`config.mk`:
```
export PLATFORM = sky130hd
export DESIGN_NAME = mem_request_arbiter_flat
export DESIGN_NICKNAME = d
export VERILOG_FILES = /design/src/rtl/mem_request_arbiter_pkg.sv /design/src/rtl/mem_request_arbiter_if.sv /design/src/rtl/mem_request_arbiter_slot.sv /design/src/rtl/mem_request_arbiter.sv /design/src/flat_wrapper.sv
export SDC_FILE = /design/constraint.sdc
export NUM_CORES = 1
export LEC_CHECK = 0
export ABC_AREA = 0
export BUFFER_PORTS_ARGS = -buffer_cell sky130_fd_sc_hd__buf_2
export CORE_MARGIN = 1.5
export CORE_UTILIZATION = 48
export CTS_BUF_LIST = sky130_fd_sc_hd__clkbuf_8
export CTS_CLUSTER_DIAMETER = 100
export DETAILED_ROUTE_END_ITERATION = 8
export PLACE_DENSITY = 0.83
export SYNTH_ARGS = -nofsm -noshare
export SYNTH_HDL_FRONTEND = slang
export SYNTH_SLANG_ARGS = --single-unit
```
`constraint.sdc`:
```
create_clock -name clk -period 1.85 [get_ports clk]
set_input_delay 0.0925 -clock clk [delete_from_list [all_inputs] [get_ports clk]]
set_output_delay 0.0925 -clock clk [all_outputs]
set_load 0.01 [all_outputs]
```
`src/rtl/mem_request_arbiter_pkg.sv`:
```
// -----------------------------------------------------------------------------
// mem_request_arbiter_pkg
//   Shared types and constants for the fetch / load-store memory arbiter.
//   - ADDR_TYPE / DATA_TYPE : default-width address and data words
//   - READ_FLAG / WRITE_FLAG: encoding of the load/store direction bit
//   - TRUE / FALSE          : single-bit pulse levels
//   - ZERO_WORD             : all-zero data word (reset and store read-back)
//   - ARB_STATE_TYPE        : 2-bit arbiter FSM encoding
// -----------------------------------------------------------------------------
package mem_request_arbiter_pkg;

  localparam int DEF_ADDR_W = 32;
  localparam int DEF_DATA_W = 32;

  typedef logic [DEF_ADDR_W-1:0] ADDR_TYPE;
  typedef logic [DEF_DATA_W-1:0] DATA_TYPE;

  localparam logic READ_FLAG  = 1'b0;
  localparam logic WRITE_FLAG = 1'b1;
  localparam logic TRUE       = 1'b1;
  localparam logic FALSE      = 1'b0;

  localparam DATA_TYPE ZERO_WORD = 32'h0000_0000;

  typedef enum logic [1:0] {
    IDLE    = 2'b00,
    WAIT_IF = 2'b01,
    WAIT_LS = 2'b10
  } ARB_STATE_TYPE;

endpackage

```
`src/rtl/mem_request_arbiter_if.sv`:
```
// -----------------------------------------------------------------------------
// mem_request_arbiter_if
//   Bundles the fetch port, the load/store port and the memory-controller
//   port of the arbiter.
//   - slave  : the arbiter's view (takes requests and finishes, drives
//              readies, responses and controller commands)
//   - master : the surrounding system's view (requesters + controller)
// -----------------------------------------------------------------------------
interface mem_request_arbiter_if #(
  parameter int ADDR_W = 32,
  parameter int DATA_W = 32
);

  // Instruction fetch side
  logic              if_req_valid;
  logic [ADDR_W-1:0] if_req_pc;
  logic              if_req_ready;
  logic              if_resp_valid;
  logic [DATA_W-1:0] if_resp_inst;

  // Load/store side
  logic              ls_req_valid;
  logic              ls_req_we;
  logic [2:0]        ls_req_len;
  logic [ADDR_W-1:0] ls_req_addr;
  logic [DATA_W-1:0] ls_req_wdata;
  logic              ls_req_ready;
  logic              ls_resp_valid;
  logic [DATA_W-1:0] ls_resp_rdata;

  // Memory controller side
  logic              mc_start_query;
  logic [ADDR_W-1:0] mc_query_pc;
  logic              mc_finish_query;
  logic [DATA_W-1:0] mc_inst;
  logic              mc_start_access;
  logic              mc_rw;
  logic [2:0]        mc_len;
  logic [ADDR_W-1:0] mc_addr;
  logic [DATA_W-1:0] mc_wdata;
  logic              mc_finish_rw;
  logic [DATA_W-1:0] mc_load_data;

  modport slave (
    input  if_req_valid, if_req_pc,
    output if_req_ready, if_resp_valid, if_resp_inst,
    input  ls_req_valid, ls_req_we, ls_req_len, ls_req_addr, ls_req_wdata,
    output ls_req_ready, ls_resp_valid, ls_resp_rdata,
    output mc_start_query, mc_query_pc,
    input  mc_finish_query, mc_inst,
    output mc_start_access, mc_rw, mc_len, mc_addr, mc_wdata,
    input  mc_finish_rw, mc_load_data
  );

  modport master (
    output if_req_valid, if_req_pc,
    input  if_req_ready, if_resp_valid, if_resp_inst,
    output ls_req_valid, ls_req_we, ls_req_len, ls_req_addr, ls_req_wdata,
    input  ls_req_ready, ls_resp_valid, ls_resp_rdata,
    input  mc_start_query, mc_query_pc,
    output mc_finish_query, mc_inst,
    input  mc_start_access, mc_rw, mc_len, mc_addr, mc_wdata,
    output mc_finish_rw, mc_load_data
  );

endinterface

```
`src/rtl/mem_request_arbiter_slot.sv`:
```
// -----------------------------------------------------------------------------
// mem_req_slot
//   Single-entry request holding register.
//   Ports:
//     clk, rst_n   : clock, asynchronous active-low reset
//     en           : global enable; low freezes the entry
//     set          : capture payload_in and mark the entry pending
//     clr          : entry has been granted, release it
//     kill         : discard the entry (flush)
//     payload_in   : request payload to capture
//     pend         : entry holds a request
//     payload      : captured payload
//   clr/kill win over set; the owner only raises set while the entry is empty,
//   so the priority only matters when a kill races a new request.
// -----------------------------------------------------------------------------
module mem_req_slot #(
  parameter int PAYLOAD_W = 32
) (
  input  logic                 clk,
  input  logic                 rst_n,
  input  logic                 en,
  input  logic                 set,
  input  logic                 clr,
  input  logic                 kill,
  input  logic [PAYLOAD_W-1:0] payload_in,
  output logic                 pend,
  output logic [PAYLOAD_W-1:0] payload
);

  logic                 pend_r;
  logic [PAYLOAD_W-1:0] payload_r;

  // Entry occupancy and payload capture
  always_ff @(posedge clk or negedge rst_n) begin
    if (!rst_n) begin
      pend_r    <= 1'b0;
      payload_r <= {PAYLOAD_W{1'b0}};
    end else if (en) begin
      if (kill || clr) begin
        pend_r <= 1'b0;
      end else if (set) begin
        pend_r    <= 1'b1;
        payload_r <= payload_in;
      end else begin
        pend_r <= pend_r;
      end
    end
  end

  assign pend    = pend_r;
  assign payload = payload_r;

endmodule

```
`src/rtl/mem_request_arbiter.sv`:
```
// -----------------------------------------------------------------------------
// mem_request_arbiter
//   Single-outstanding arbiter between instruction fetch, the load/store unit
//   and a byte-serial memory controller. One fetch and one load/store request
//   are buffered; load/store wins unless fetch has been passed over
//   STARVE_LIMIT times in a row. Completions are routed back to the requester
//   and fetch work is discarded on a pipeline flush.
//   Ports:
//     clk    : clock, rising edge
//     rst_n  : asynchronous active-low reset
//     rdy    : global enable; low freezes all state, pulses forced low
//     flush  : pipeline flush, kills buffered/in-flight fetch work
//     bus    : fetch, load/store and memory-controller signals (slave view)
// -----------------------------------------------------------------------------
module mem_request_arbiter
  import mem_request_arbiter_pkg::*;
#(
  parameter int ADDR_W       = 32,
  parameter int DATA_W       = 32,
  parameter int STARVE_LIMIT = 4
) (
  input  logic                  clk,
  input  logic                  rst_n,
  input  logic                  rdy,
  input  logic                  flush,
  mem_request_arbiter_if.slave  bus
);

  localparam int CNT_W = $clog2(STARVE_LIMIT + 1);
  localparam int LS_W  = 1 + 3 + ADDR_W + DATA_W;
  localparam logic [CNT_W-1:0]  STARVE_MAX = CNT_W'(STARVE_LIMIT);
  localparam logic [CNT_W-1:0]  CNT_ZERO   = {CNT_W{1'b0}};
  localparam logic [CNT_W-1:0]  CNT_ONE    = CNT_W'(1);
  localparam logic [DATA_W-1:0] DATA_ZERO  = DATA_W'(ZERO_WORD);
  localparam logic [ADDR_W-1:0] ADDR_ZERO  = {ADDR_W{1'b0}};

  // Slot interface
  logic              if_pend_s;
  logic              ls_pend_s;
  logic              if_req_ready_s;
  logic              ls_req_ready_s;
  logic              if_set_s;
  logic              ls_set_s;
  logic [ADDR_W-1:0] if_pc_s;
  logic [LS_W-1:0]   ls_payload_in_s;
  logic [LS_W-1:0]   ls_payload_s;
  logic              ls_we_s;
  logic [2:0]        ls_len_s;
  logic [ADDR_W-1:0] ls_addr_s;
  logic [DATA_W-1:0] ls_wdata_s;

  // Arbitration decision for this cycle
  logic              grant_if_s;
  logic              grant_ls_s;

  // FSM, counter and registered outputs
  ARB_STATE_TYPE     state_r;
  logic [CNT_W-1:0]  starve_cnt_r;
  logic              drop_r;
  logic              if_resp_valid_r;
  logic [DATA_W-1:0] if_resp_inst_r;
  logic              ls_resp_valid_r;
  logic [DATA_W-1:0] ls_resp_rdata_r;
  logic              mc_start_query_r;
  logic [ADDR_W-1:0] mc_query_pc_r;
  logic              mc_start_access_r;
  logic              mc_rw_r;
  logic [2:0]        mc_len_r;
  logic [ADDR_W-1:0] mc_addr_r;
  logic [DATA_W-1:0] mc_wdata_r;

  // A flushing cycle must not capture a fetch that belongs to the dead path.
  assign if_req_ready_s = !if_pend_s && !flush;
  assign ls_req_ready_s = !ls_pend_s;
  assign if_set_s       = bus.if_req_valid && if_req_ready_s;
  assign ls_set_s       = bus.ls_req_valid && ls_req_ready_s;

  assign ls_payload_in_s = {bus.ls_req_we, bus.ls_req_len, bus.ls_req_addr, bus.ls_req_wdata};
  assign {ls_we_s, ls_len_s, ls_addr_s, ls_wdata_s} = ls_payload_s;

  mem_req_slot #(
    .PAYLOAD_W (ADDR_W)
  ) u_if_slot (
    .clk        (clk),
    .rst_n      (rst_n),
    .en         (rdy),
    .set        (if_set_s),
    .clr        (grant_if_s),
    .kill       (flush),
    .payload_in (bus.if_req_pc),
    .pend       (if_pend_s),
    .payload    (if_pc_s)
  );

  mem_req_slot #(
    .PAYLOAD_W (LS_W)
  ) u_ls_slot (
    .clk        (clk),
    .rst_n      (rst_n),
    .en         (rdy),
    .set        (ls_set_s),
    .clr        (grant_ls_s),
    .kill       (1'b0),
    .payload_in (ls_payload_in_s),
    .pend       (ls_pend_s),
    .payload    (ls_payload_s)
  );

  // Grant selection: LS first, fetch once it has been passed over STARVE_LIMIT times
  always_comb begin
    grant_if_s = FALSE;
    grant_ls_s = FALSE;
    if (state_r == IDLE) begin
      if (if_pend_s && ls_pend_s) begin
        if (starve_cnt_r == STARVE_MAX) begin
          grant_if_s = TRUE;
        end else begin
          grant_ls_s = TRUE;
        end
      end else if (if_pend_s) begin
        grant_if_s = TRUE;
      end else if (ls_pend_s) begin
        grant_ls_s = TRUE;
      end else begin
        grant_if_s = FALSE;
        grant_ls_s = FALSE;
      end
    end else begin
      grant_if_s = FALSE;
      grant_ls_s = FALSE;
    end
  end

  // Starvation counter: counts LS grants that jumped a waiting fetch, saturating
  always_ff @(posedge clk or negedge rst_n) begin
    if (!rst_n) begin
      starve_cnt_r <= CNT_ZERO;
    end else if (rdy) begin
      if (!if_pend_s || grant_if_s) begin
        starve_cnt_r <= CNT_ZERO;
      end else if (grant_ls_s && (starve_cnt_r != STARVE_MAX)) begin
        starve_cnt_r <= starve_cnt_r + CNT_ONE;
      end else begin
        starve_cnt_r <= starve_cnt_r;
      end
    end
  end

  // Arbiter FSM with registered controller commands and response latches
  always_ff @(posedge clk or negedge rst_n) begin
    if (!rst_n) begin
      state_r           <= IDLE;
      drop_r            <= FALSE;
      if_resp_valid_r   <= FALSE;
      if_resp_inst_r    <= DATA_ZERO;
      ls_resp_valid_r   <= FALSE;
      ls_resp_rdata_r   <= DATA_ZERO;
      mc_start_query_r  <= FALSE;
      mc_query_pc_r     <= ADDR_ZERO;
      mc_start_access_r <= FALSE;
      mc_rw_r           <= READ_FLAG;
      mc_len_r          <= 3'd0;
      mc_addr_r         <= ADDR_ZERO;
      mc_wdata_r        <= DATA_ZERO;
    end else if (rdy) begin
      // Pulses last exactly one enabled cycle.
      if_resp_valid_r   <= FALSE;
      ls_resp_valid_r   <= FALSE;
      mc_start_query_r  <= FALSE;
      mc_start_access_r <= FALSE;
      case (state_r)
        IDLE: begin
          if (grant_if_s) begin
            mc_start_query_r <= TRUE;
            mc_query_pc_r    <= if_pc_s;
            state_r          <= WAIT_IF;
            // A flush racing the grant still launches the query, but its
            // result belongs to the killed path.
            drop_r           <= flush;
          end else if (grant_ls_s) begin
            mc_start_access_r <= TRUE;
            mc_rw_r           <= ls_we_s;
            mc_len_r          <= ls_len_s;
            mc_addr_r         <= ls_addr_s;
            mc_wdata_r        <= ls_wdata_s;
            state_r           <= WAIT_LS;
          end else begin
            state_r <= IDLE;
          end
        end
        WAIT_IF: begin
          if (bus.mc_finish_query) begin
            if (!drop_r && !flush) begin
              if_resp_valid_r <= TRUE;
              if_resp_inst_r  <= bus.mc_inst;
            end
            state_r <= IDLE;
            drop_r  <= FALSE;
          end else if (flush) begin
            drop_r <= TRUE;
          end else begin
            drop_r <= drop_r;
          end
        end
        WAIT_LS: begin
          if (bus.mc_finish_rw) begin
            ls_resp_valid_r <= TRUE;
            ls_resp_rdata_r <= (mc_rw_r == WRITE_FLAG) ? DATA_ZERO : bus.mc_load_data;
            state_r         <= IDLE;
          end else begin
            state_r <= WAIT_LS;
          end
        end
        default: begin
          state_r <= IDLE;
          drop_r  <= FALSE;
        end
      endcase
    end else begin
      if_resp_valid_r   <= FALSE;
      ls_resp_valid_r   <= FALSE;
      mc_start_query_r  <= FALSE;
      mc_start_access_r <= FALSE;
    end
  end

  assign bus.if_req_ready    = if_req_ready_s;
  assign bus.ls_req_ready    = ls_req_ready_s;
  assign bus.if_resp_valid   = if_resp_valid_r;
  assign bus.if_resp_inst    = if_resp_inst_r;
  assign bus.ls_resp_valid   = ls_resp_valid_r;
  assign bus.ls_resp_rdata   = ls_resp_rdata_r;
  assign bus.mc_start_query  = mc_start_query_r;
  assign bus.mc_query_pc     = mc_query_pc_r;
  assign bus.mc_start_access = mc_start_access_r;
  assign bus.mc_rw           = mc_rw_r;
  assign bus.mc_len          = mc_len_r;
  assign bus.mc_addr         = mc_addr_r;
  assign bus.mc_wdata        = mc_wdata_r;

endmodule

```
`src/flat_wrapper.sv`:
```
// flat-port wrapper written by rule: the top's interface ports become plain ports
module mem_request_arbiter_flat import mem_request_arbiter_pkg::*;
#(
  parameter int ADDR_W       = 32,
  parameter int DATA_W       = 32,
  parameter int STARVE_LIMIT = 4
)
  (clk, rst_n, rdy, flush, bus_if_req_valid, bus_if_req_pc, bus_if_req_ready, bus_if_resp_valid, bus_if_resp_inst, bus_ls_req_valid, bus_ls_req_we, bus_ls_req_len, bus_ls_req_addr, bus_ls_req_wdata, bus_ls_req_ready, bus_ls_resp_valid, bus_ls_resp_rdata, bus_mc_start_query, bus_mc_query_pc, bus_mc_finish_query, bus_mc_inst, bus_mc_start_access, bus_mc_rw, bus_mc_len, bus_mc_addr, bus_mc_wdata, bus_mc_finish_rw, bus_mc_load_data);
  mem_request_arbiter_if #(.ADDR_W(ADDR_W), .DATA_W(DATA_W)) bus_i ();
  input  logic clk;
  input  logic rst_n;
  input  logic rdy;
  input  logic flush;
  input wire logic [$bits(bus_i.if_req_valid)-1:0] bus_if_req_valid;
  input wire logic [$bits(bus_i.if_req_pc)-1:0] bus_if_req_pc;
  output wire logic [$bits(bus_i.if_req_ready)-1:0] bus_if_req_ready;
  output wire logic [$bits(bus_i.if_resp_valid)-1:0] bus_if_resp_valid;
  output wire logic [$bits(bus_i.if_resp_inst)-1:0] bus_if_resp_inst;
  input wire logic [$bits(bus_i.ls_req_valid)-1:0] bus_ls_req_valid;
  input wire logic [$bits(bus_i.ls_req_we)-1:0] bus_ls_req_we;
  input wire logic [$bits(bus_i.ls_req_len)-1:0] bus_ls_req_len;
  input wire logic [$bits(bus_i.ls_req_addr)-1:0] bus_ls_req_addr;
  input wire logic [$bits(bus_i.ls_req_wdata)-1:0] bus_ls_req_wdata;
  output wire logic [$bits(bus_i.ls_req_ready)-1:0] bus_ls_req_ready;
  output wire logic [$bits(bus_i.ls_resp_valid)-1:0] bus_ls_resp_valid;
  output wire logic [$bits(bus_i.ls_resp_rdata)-1:0] bus_ls_resp_rdata;
  output wire logic [$bits(bus_i.mc_start_query)-1:0] bus_mc_start_query;
  output wire logic [$bits(bus_i.mc_query_pc)-1:0] bus_mc_query_pc;
  input wire logic [$bits(bus_i.mc_finish_query)-1:0] bus_mc_finish_query;
  input wire logic [$bits(bus_i.mc_inst)-1:0] bus_mc_inst;
  output wire logic [$bits(bus_i.mc_start_access)-1:0] bus_mc_start_access;
  output wire logic [$bits(bus_i.mc_rw)-1:0] bus_mc_rw;
  output wire logic [$bits(bus_i.mc_len)-1:0] bus_mc_len;
  output wire logic [$bits(bus_i.mc_addr)-1:0] bus_mc_addr;
  output wire logic [$bits(bus_i.mc_wdata)-1:0] bus_mc_wdata;
  input wire logic [$bits(bus_i.mc_finish_rw)-1:0] bus_mc_finish_rw;
  input wire logic [$bits(bus_i.mc_load_data)-1:0] bus_mc_load_data;
  assign bus_i.if_req_valid = bus_if_req_valid;
  assign bus_i.if_req_pc = bus_if_req_pc;
  assign bus_if_req_ready = bus_i.if_req_ready;
  assign bus_if_resp_valid = bus_i.if_resp_valid;
  assign bus_if_resp_inst = bus_i.if_resp_inst;
  assign bus_i.ls_req_valid = bus_ls_req_valid;
  assign bus_i.ls_req_we = bus_ls_req_we;
  assign bus_i.ls_req_len = bus_ls_req_len;
  assign bus_i.ls_req_addr = bus_ls_req_addr;
  assign bus_i.ls_req_wdata = bus_ls_req_wdata;
  assign bus_ls_req_ready = bus_i.ls_req_ready;
  assign bus_ls_resp_valid = bus_i.ls_resp_valid;
  assign bus_ls_resp_rdata = bus_i.ls_resp_rdata;
  assign bus_mc_start_query = bus_i.mc_start_query;
  assign bus_mc_query_pc = bus_i.mc_query_pc;
  assign bus_i.mc_finish_query = bus_mc_finish_query;
  assign bus_i.mc_inst = bus_mc_inst;
  assign bus_mc_start_access = bus_i.mc_start_access;
  assign bus_mc_rw = bus_i.mc_rw;
  assign bus_mc_len = bus_i.mc_len;
  assign bus_mc_addr = bus_i.mc_addr;
  assign bus_mc_wdata = bus_i.mc_wdata;
  assign bus_i.mc_finish_rw = bus_mc_finish_rw;
  assign bus_i.mc_load_data = bus_mc_load_data;
  mem_request_arbiter #(.ADDR_W(ADDR_W), .DATA_W(DATA_W), .STARVE_LIMIT(STARVE_LIMIT)) u_core (.clk(clk), .rst_n(rst_n), .rdy(rdy), .flush(flush), .bus(bus_i));
endmodule
```
### Word level (Yosys, flattened, before mapping)

Index checks and enable logic that the tools add are counted.

* equality and inequality tests: 7
* mux-type cells: 39
* bitwise operators: 4
* reductions and logical operators: 27
* add/sub/neg operators: 1

Operators with widths (number)
* two-way mux 32 bit: 1
* two-way mux 1 bit: 30
* AND reduction 3 bit: 4
* AND reduction 4 bit: 3
* two-way mux 2 bit: 4
* AND reduction 2 bit: 4
* logical AND 1 bit: 6
* two-way mux 3 bit: 2
* inequality test 3 bit (second input constant): 2
* case mux 2 bit (3 select lines): 1
* nonzero test 2 bit: 3
* logical NOT 1 bit: 4
* NOT 1 bit: 4
* adder 3 x 1 -> 3 bit (second input constant): 1
* equality test 3 bit (second input constant): 1
* case mux 1 bit (3 select lines): 1
* equality test 2 x 1 -> 1 bit (second input constant): 1
* equality test 2 bit (second input constant): 1
* logical NOT 2 bit: 1
* logical OR 1 bit: 2
* inequality test 2 x 1 -> 1 bit (second input constant): 1
* inequality test 2 bit (second input constant): 1

* word-level logic and storage cells: 96
* register bits after elaboration: 276
* output and inout bits: 170
* bits of input ports: 172

### Longest topological paths before layout

* depth after elaboration: 8
* gate-level depth with buffers: 7
* depth with buffers taken out: 6

### Modules after synthesis

A second synthesis with hierarchy kept.

* cell total of the unflattened synthesis: 695
* area total of the unflattened synthesis: 11340.9 sq um

Modules (own cells, without submodules)
* mem_request_arbiter: instances 1, seq. area each 4354.2 sq um, area an instance 7263.2 sq um, cells an instance 473
* mem_req_slot at u_core.u_ls_slot: instances 1, seq. area each 1726.7 sq um, area an instance 2678.8 sq um, cells an instance 149
* mem_req_slot at u_core.u_if_slot: instances 1, seq. area each 825.8 sq um, area an instance 1398.8 sq um, cells an instance 73

### Worst setup path before layout

Ideal clock, no wire load.

* path kind: reg-to-reg
* from: register u_core.starve_cnt_r[0]
* to: register u_core.drop_r
* setup time: 0.125 ns
* path buffers: 0
* cell stages (with the launch flop): 7
* clock period less this slack: 1.738 ns
* data arrival time: 1.614 ns
* slack: 0.112 ns
* required time: 1.725 ns
* cells stage by stage: dfrtp_1 > inv_1 > ha_1 > a21bo_2 > nand2_1 > a2111oi_0 > mux2_2

* longest elaborated chain between the ends: 6

RTL lines
* start: declaration: RTL line mem_request_arbiter.sv:58 `logic [CNT_W-1:0] starve_cnt_r;`
* start signal: assignment: RTL line mem_request_arbiter.sv:142 `starve_cnt_r <= starve_cnt_r + CNT_ONE;`
* start signal: assignment: RTL line mem_request_arbiter.sv:144 `starve_cnt_r <= starve_cnt_r;`
* equality test 3 bit: RTL line mem_request_arbiter.sv:115 `if (starve_cnt_r == STARVE_MAX) begin`
* two-way mux 1 bit: RTL line mem_request_arbiter.sv:115
* two-way mux 1 bit: RTL line mem_request_arbiter.sv:114 `if (if_pend_s && ls_pend_s) begin`
* two-way mux 1 bit: RTL line mem_request_arbiter.sv:113 `if (state_r == IDLE) begin`
* inequality test 2 x 1 -> 1 bit (no line)
* AND reduction 4 bit (no line)
* end signal: assignment: RTL line mem_request_arbiter.sv:179 `drop_r <= flush;`
* end signal: assignment: RTL line mem_request_arbiter.sv:202 `drop_r <= drop_r;`
* end: declaration: RTL line mem_request_arbiter.sv:59 `logic drop_r;`

Every way passes these cells.
A chain may end at the register's enable or synchronous reset.

### Worst setup path in the final report

* from: register u_core.starve_cnt_r[1]
* to: register u_core.drop_r

Same word-level chain as after synthesis.

==> results.toml <==
[outcome]
status = "finished clean"

[route]
drt_iter0_drc = 330
drc = 0
antenna_left = 0
via_count = 7752
drtPass1Iterations = 4
avgViaCountPerCell = 4.94
detail_route.wl_per_cell_um = 18.5
detail_route.wirelength_um = 29000

[sta]
worst-slew-pin-transition_ps = 619
worst_slew_margin_rel_pct = 58.2
fin_setup_tns_ps = 0
timing.final.crit_period_ps = 1840
timing_max_transition_violations_final = 0
setup_failing_eps_final = 0
max_clock_freq_ghz = 0.545
min_period_over_period_pct = 99.2
fin_skew_ps = 19.4
finalHoldViolCount = 0
worst_slack_ps = 14.8

[synth]
syn_area_per_cell_um2 = 15.8
post_synth_instance_area_um2 = 10900
ys_seq_area_share_pct = 63.1
synth_ff_type = "dfrtp_1"
ys_ff_latch = 276
synth_fp_nets = 868
synth_warnings = 0
synth_edf_count = 0
synth_unique_cells = 28
cells_after_synthesis = 694
synth-async-reset-ratio_pct = 100

[power_and_ir_drop]
design_power_total_mw = 24.1
power-per-cell-area_nw_per_um2 = 1530
ir_worst_vdd_mv = 1.09
power.leakage_nw = 8.10

[setup_path]
regToRegEndpoint = "u_core.drop_r"
path_class = "reg -> reg"
r2r-start = "u_core.starve_cnt_r[1]"
worst_ep_required_time_ps = 2280
cp.buffers_inverters = 1
crit_path_cell_trace = "inv_1, ha_1, a21bo_2, nand2_1, a2111oi_4, mux2_2"
worstRegToRegCells = 6
timing.critical_path.arrival_ps = 2260
worst-r2r-setup-slack_ps = 10
cp-end-kind = "flip-flop"
path_delay_family = "compound AO/OA/AOI/OAI gates"
timing.critical_path.fanout_max = 4
critPathSlowestCell = "dfrtp_1"
timing.critical_path.from_type = "flip-flop"
critical-path-max-stage-delay_ps = 400

[floorplanning]
core_area_um2 = 22500
die_width_um = 154
starting_density_of_the_core_pct = 48.6
fp.dieArea_um2 = 23700
ios = 342
chipHeight_um = 154
rows = 55

[global_route]
pin_count_of_the_biggest_net_entering_global_routing = 71
grt_pass1_vias = 8683
grt_antenna_before_repair = 3
grt_overflow = 0
grt_first_pass_wirelength_um = 46100
grt_usage_pct = 24.6

[place]
buffer_ports.inserted = 341
pre_cts_slack_ps = -63.0
dpl.hpwl_um = 16800
place_congestion = 0.766

[finish]
final_nets = 1417
layout_cells_sized_above_1_pct = 51.4
layout_common_cells = "buf_2 (340), dfrtp_1 (276), dlygate4sd3_1 (173)"
layout.filler_cells = 1443
areaGrowthSynthToFinish_pct = 44.0
layout.cells.most_common = "buf_2"

[clocking]
numClockSinks = 276
cts.path.max_buffers = 3
insertion_delay_ps = 540
cts_tree = "done"
cts_made_buffers = 45
clock-root-buffer = "clkbuf_8"
cts-htree-levels = 2
post-cts-setup-buffer-count = 0
cts.clk_slew.worst_paths_ps = 60

[min_path]
hold_path.startpoint = "bus_ls_req_valid"
holdPathStages = 3
min_to = "u_core.u_ls_slot.payload[31]"
min_path_type = "in -> reg"

[job]
max_cap_viol_count = 0
-- synth_stat cells, types with 6 or more instances --
cell        n  share of area, %
mux2_1      7              0.72
o21ai_0    37               1.7
inv_1       9              0.31
mux2_4     91                12
nand2b_1   33               1.9
mux2_2    136                14
nor2_1      6              0.21
nand2_1    42               1.4
buf_2      14              0.64
dfrtp_1   276                63
buf_6      10               1.0
clkbuf_1    9              0.31
-- how the worst max path moves through the flow --
stage	from	to	slack, ps	cells after the start
after floorplan	u_core.starve_cnt_r[0]	u_core.drop_r	110	6
after global placement	u_core.starve_cnt_r[1]	u_core.drop_r	80	6
after detailed placement	u_core.starve_cnt_r[1]	u_core.drop_r	-60	6
after CTS	u_core.starve_cnt_r[1]	u_core.drop_r	40	6
after global routing	u_core.starve_cnt_r[1]	u_core.drop_r	-40	6
final	u_core.starve_cnt_r[1]	u_core.drop_r	10	6
-- metrics by stage --
| stage | hold WS (ps) | cell area, um2 | cells | utilization (%) |
|---|---|---|---|---|
| floorplan | -203 | 10900 | 694 | - |
| global placement | 107 | 13100 | 1308 | 58.3 |
| detailed placement | 109 | 13100 | 1308 | 58.3 |
| finish | 141 | 15700 | 1568 | 70.0 |
| global route | 155 | 15700 | 1567 | 70.0 |
| CTS | 119 | 15700 | 1563 | 69.9 |
-- layout make-up --
class	instances	area, um2	area share [%]
multi-input combinational	373	3790	24.1
sequential	276	6910	43.9
tap	285	357	2.26
antenna	5	12.5	0.0795
clock buffer	55	757	4.81
inverter	9	33.8	0.215
clock inverter	27	106	0.675
timing repair buffer	538	3780	24.0
-- state kept, by name, indices dropped and copies added, names as in the netlist --
| signal | cells |
|---|---|
| u_core.bus.ls_resp_rdata | 32 |
| u_core.starve_cnt_r | 3 |
| u_core.u_ls_slot.payload | 68 |
| u_core.bus.mc_start_query | 1 |
| u_core.bus.mc_len | 3 |
| u_core.u_ls_slot.pend | 1 |
| u_core.bus.ls_resp_valid | 1 |
| u_core.bus.mc_rw | 1 |
| u_core.drop_r | 1 |
| u_core.bus.if_resp_inst | 32 |
| u_core.state_r | 2 |
| u_core.bus.mc_query_pc | 32 |
| u_core.bus.mc_start_access | 1 |
| u_core.u_if_slot.payload | 32 |
| u_core.bus.if_resp_valid | 1 |
| u_core.u_if_slot.pend | 1 |
| u_core.bus.mc_addr | 32 |
| u_core.bus.mc_wdata | 32 |
-- timing repair --
action                                  CTS  global route
endpoints found under the setup margin    1             1
hold endpoints to repair                419             0
pin swaps                                 0             1
hold buffers                            173             0
gates resized for setup                   2             1
-- layer usage --
metal	GRT usage, %	share of wire [%]	vias to the layer above
met5	0	0	-
met4	10.5	3.7	0
met3	5.69	5.3	85
met2	44.0	53	300
met1	28.4	38	3862
li1	-	-	3505
-- worst min-delay path: stages --
cell and delay [ps]:
buf_2 110, nand3_4 230, mux2_2 200
-- cells by family (layout without fill, tap and decap cells) --
logic type                 Yosys count  after routing  synth area share, %
other                                0              5                    0
buffers and inverters               45            629                 2.49
DFF                                276            276                 63.1
and+or+nand+nor                     93             93                 4.69
AOI/OAI and AO/OA                   43             43                 2.14
muxes                              235            235                 27.3
adders and majority gates            2              2                0.229
-- power by group --
group	leakage (nW)	total [mW]	internal [mW]	switching, mW
combinational	4.19	8.63	4.86	3.77
sequential	3.37	10.4	8.80	1.64
clock	0.533	5.03	2.67	2.36
total	8.10	24.1	16.3	7.76
No activity file was read; power rests on OpenSTA's default activity.
